[config.mk]
export PLATFORM = sky130hd
export DESIGN_NAME = crc_gen_param
export DESIGN_NICKNAME = d
export VERILOG_FILES = /design/src/rtl/crc_gen_param.sv
export SDC_FILE = /design/constraint.sdc
export NUM_CORES = 1
export LEC_CHECK = 0
export BUFFER_PORTS_ARGS = -buffer_cell sky130_fd_sc_hd__buf_2
export CAP_MARGIN = 25
export CORE_MARGIN = 4
export CORE_UTILIZATION = 40
export DETAILED_ROUTE_END_ITERATION = 7
export PLACE_DENSITY = 0.61
export SLEW_MARGIN = 40
export SYNTH_ARGS = -nofsm -noshare
export SYNTH_HDL_FRONTEND = slang
export SYNTH_SLANG_ARGS = --single-unit
[constraint.sdc]
create_clock -name clk -period 4.6 [get_ports clk]
set_input_delay 0.23 -clock clk [delete_from_list [all_inputs] [get_ports clk]]
set_output_delay 0.23 -clock clk [all_outputs]
set_load 0.05 [all_outputs]
[src/rtl/crc_gen_param.sv]
// rtl/crc_gen_param.sv - parameterised serial Galois CRC generator, LSB-first serial CRC emission
// Message bits shift in while active=1; the CRC streams out for CRC_W cycles after active falls.
module crc_gen_param #(
    parameter int               CRC_W     = 8,
    parameter logic [CRC_W-1:0] TAPS      = 8'hC4,
    parameter logic [CRC_W-1:0] SEED      = 8'hD8,
    parameter logic [CRC_W-1:0] FINAL_XOR = '0
) (
    input  logic clk,
    input  logic rst,
    input  logic clr,
    input  logic data,
    input  logic active,
    output logic ready,
    output logic crc_valid,
    output logic crc_out
);

    localparam int               CNT_W    = (CRC_W > 1) ? $clog2(CRC_W) : 1;
    localparam logic [CNT_W-1:0] LAST_CNT = CNT_W'(CRC_W - 1);
    localparam logic [CNT_W-1:0] ONE_CNT  = CNT_W'(1);

    typedef enum logic [1:0] {
        IDLE  = 2'd0,
        SHIFT = 2'd1,
        OUT   = 2'd2
    } state_t;

    state_t           state, state_nxt;
    logic [CRC_W-1:0] lfsr, lfsr_nxt, lfsr_step;
    logic [CNT_W-1:0] cnt, cnt_nxt;
    logic             valid_nxt, out_nxt;
    logic             fb;

    always_comb begin
        fb        = data ^ lfsr[0];
        lfsr_step = (lfsr >> 1) ^ (fb ? TAPS : '0);
    end

    assign ready = (state != OUT);

    always_ff @(posedge clk or negedge rst) begin
        if (!rst) begin
            state     <= IDLE;
            lfsr      <= SEED;
            cnt       <= '0;
            crc_valid <= 1'b0;
            crc_out   <= 1'b0;
        end else begin
            state     <= state_nxt;
            lfsr      <= lfsr_nxt;
            cnt       <= cnt_nxt;
            crc_valid <= valid_nxt;
            crc_out   <= out_nxt;
        end
    end

    always_comb begin
        state_nxt = state;
        lfsr_nxt  = lfsr;
        cnt_nxt   = cnt;
        valid_nxt = crc_valid;
        out_nxt   = crc_out;
        if (clr) begin
            state_nxt = IDLE;
            lfsr_nxt  = SEED;
            cnt_nxt   = '0;
            valid_nxt = 1'b0;
            out_nxt   = 1'b0;
        end else begin
            case (state)
                IDLE: begin
                    valid_nxt = 1'b0;
                    out_nxt   = 1'b0;
                    if (active) begin
                        lfsr_nxt  = lfsr_step;
                        state_nxt = SHIFT;
                    end
                end
                SHIFT: begin
                    if (active) begin
                        lfsr_nxt = lfsr_step;
                    end else begin
                        // Falling active: bit 0 of the CRC goes out on this same edge
                        out_nxt   = lfsr[0] ^ FINAL_XOR[0];
                        valid_nxt = 1'b1;
                        lfsr_nxt  = lfsr >> 1;
                        cnt_nxt   = ONE_CNT;
                        state_nxt = OUT;
                    end
                end
                OUT: begin
                    out_nxt   = lfsr[0] ^ FINAL_XOR[cnt];
                    valid_nxt = 1'b1;
                    if (cnt == LAST_CNT) begin
                        lfsr_nxt  = SEED;
                        cnt_nxt   = '0;
                        state_nxt = IDLE;
                    end else begin
                        lfsr_nxt = lfsr >> 1;
                        cnt_nxt  = cnt + ONE_CNT;
                    end
                end
                default: begin
                    state_nxt = IDLE;
                    lfsr_nxt  = SEED;
                    cnt_nxt   = '0;
                    valid_nxt = 1'b0;
                    out_nxt   = 1'b0;
                end
            endcase
        end
    end

endmodule
==> metrics.yaml <==
status:
  outcome: "finished, final reports clean"
cells_and_area:
  postLayoutCoreUtil_pct: 47.9
  finalNonFillerCells: 127
  final_layout_size_suffix_gt1_share_pct: 18.0
  antenna_cells: 0
  fillers: 201
  final_net_count: 114
  final_cell_mix: "a21oi_1 (12), dfrtp_1 (11), nand2_1 (8), ha_1 (8)"
  synthToLayoutAreaGrowth_pct: 9.37
  fin_area_um2: 978
  final_common_cell: "a21oi_1"
global_route:
  grt_pass1_wl_um: 3260
  grt_max_degree: 16
  grt_usage_pct: 13.4
  grt_pass1_vias: 677
  antenna_found_initial: 0
  overflow: 0
clocking:
  post_cts_resized: 0
  clockBufferDepth: 2
  h-tree-depth: 1
  cts_root_buf: "clkbuf_4"
  numCtsBuffers: 3
  clkSinkCount: 15
  clk_pin_slew_ns: 0.09
  cts_tree: "yes"
  insertion_delay_ns: 0.28
drt:
  vias: 690
  drc_errors: 0
  dr.pass1.iters: 4
  wl_per_cell_um: 14.4
  vias_per_cell: 5.43
  drt_iter0_markers: 20
  wl_um: 1830
  final_antenna_net_count: 0
critical_path:
  crit_buf_inv: 1
  worstRegToRegCells: 6
  path_max_fanout: 11
  cp_top_family: "compound AO/OA/AOI/OAI gates"
  cp_slowest_cell: "ha_1"
  critPathArrivalTime_ns: 2.08
  r2r_end: "lfsr[6]$_DFFE_PN1N_"
  crit_path_frequent_cell: "a21oi_1"
  max_stage_delay_ns: 0.45
  ff2ff_setup_slack_ns: 2.72
  path_class: "flop to flop"
  critPathLaunchType: "flop"
  endpoint_kind: "flop"
  cp_data_required_time_ns: 4.80
  timing.rr.start: "state[1]$_DFFE_PN0P_"
  cp_cell_sequence: "inv_1 > ha_1 > a21oi_1 > a21oi_1 > a2111oi_4 > nor3_1"
min_path:
  min_path_type: "input pin to flop"
  hold_end: "crc_out$_DFFE_PN0P_"
  holdPathStages: 2
  min_from: "clr"
power:
  totalPowerFinal_mw: 0.351
  ir_worst_vdd_uv: 175
  pwr_density_cell_nw_per_um2: 358
  leakage_nw: 0.434
sta:
  fin_crit_ns: 1.88
  finalSetupViolations: 0
  drv_slew: 0
  grt_setup_unrepaired: "false"
  holdWs_ns: 0.248
  worst_slack_ns: 2.72
  finClkSkew_ns: 0.00879
  hold_viol: 0
  tightest_slew_ns: 0.457
  tns_ns: 0
  clock.fmax_mhz: 532
  fin_crit_sh_pct: 40.8
  slew_headroom_pct: 69.6
synthesis:
  syn-mean-instance-area_um2: 9.72
  synth_area_um2: 895
  synthesis.nets: 105
  syn_inst: 92
  yosysWarnings: 0
  ys_seq_elements: 15
  synthDistinctLibCells: 28
  ys_seq_area_share_pct: 42.5
floorplanning:
  die_area_um2: 3060
  core_um2: 2040
  start_util_pct: 43.8
  die_w_um: 55.3
  pin_count: 8
  num_rows: 16
  die_h_um: 55.3
placed_design:
  portBuffers: 7
  place_ws_ns: 2.76
  dp_hpwl_um: 1370
  place.gp.congestion: 0.814
  dpl.cell_count: 122
  postPlaceCellArea_um2: 942
flow_run:
  cap_violations: 0
[cell usage after synthesis (all sizes together)]
| cell type | n | share of area [%] |
|---|---|---|
| nor2b | 4 | 3.6 |
| dfrtp | 11 | 31 |
| a221oi | 1 | 0.98 |
| o21a | 1 | 0.84 |
| a22o | 3 | 2.9 |
| nand4 | 1 | 0.70 |
| xor2 | 1 | 0.98 |
| nand2 | 8 | 3.4 |
| o211ai | 1 | 0.84 |
| nor3 | 4 | 2.2 |
| nand3 | 5 | 2.8 |
| inv | 4 | 1.7 |
| nor3b | 1 | 0.84 |
| a2111oi | 2 | 4.8 |
| o21ai | 4 | 2.2 |
| ha | 8 | 11 |
| o31ai | 2 | 1.7 |
| clkbuf | 1 | 0.42 |
| buf | 3 | 2.0 |
| nor2 | 7 | 2.9 |
| a21oi | 12 | 6.7 |
| nand2b | 2 | 1.4 |
| mux2i | 1 | 1.1 |
| or3 | 1 | 1.3 |
| dfstp | 4 | 12 |
[report_power, final]
part,switching (mW),internal [mW]
Combinational,0.0669,0.0409
Sequential,0.0134,0.154
Clock,0.0415,0.0337
Total,0.122,0.229
[cells by family after synthesis]
group                    count (synthesis)  synth area share, %
AND/OR/NAND/NOR                         33                 19.2
AO/OA/AOI/OAI                           26                 21.0
flip-flops                              15                 42.5
buffers and inverters                    8                 4.06
adder cells (fa/ha/maj)                  8                 11.2
XOR/XNOR                                 1                0.979
multiplexers                             1                 1.12
[registers in the layout, summed over array words and instances (netlist names)]
register and count:
crc_valid 1, lfsr 8, state 2, cnt 3, crc_out 1
[repair_timing]
action,4_1_cts,5_1_grt
hold buffers,1,0
setup buffers,0,0
hold endpoints to repair,11,0
[layer usage]
layer  GRT usage (%)  part of all wire (%)  vias to the layer above
met1            17.6                    47                      335
met4            4.17                  0.82                        0
li1                -                     -                      342
met2            20.6                    48                       11
met3            4.43                   3.7                        2
met5               0                     0                        -
[cell type report]
class | instances | area, um2 | area share, %
Multi-Input combinational cell | 69 | 478 | 48.8
Sequential cell | 15 | 380 | 38.9
Timing Repair Buffer | 8 | 45.0 | 4.60
Tap cell | 27 | 33.8 | 3.45
Clock buffer | 4 | 26.3 | 2.69
Inverter | 4 | 15.0 | 1.53
[how the worst max path moves through the flow]
stage / slack, ns / startpoint / endpoint / depth (start not counted)
floorplan: 2.92 / state[0]$_DFFE_PN0P_ / lfsr[6]$_DFFE_PN1N_ / 6
global placement: 2.81 / state[0]$_DFFE_PN0P_ / lfsr[6]$_DFFE_PN1N_ / 6
detailed placement: 2.76 / state[0]$_DFFE_PN0P_ / lfsr[6]$_DFFE_PN1N_ / 6
CTS: 2.74 / state[0]$_DFFE_PN0P_ / lfsr[6]$_DFFE_PN1N_ / 6
global route: 2.57 / state[1]$_DFFE_PN0P_ / lfsr[6]$_DFFE_PN1N_ / 6
finish: 2.72 / state[1]$_DFFE_PN0P_ / lfsr[6]$_DFFE_PN1N_ / 6
Power figures use the tool's default switching activity.
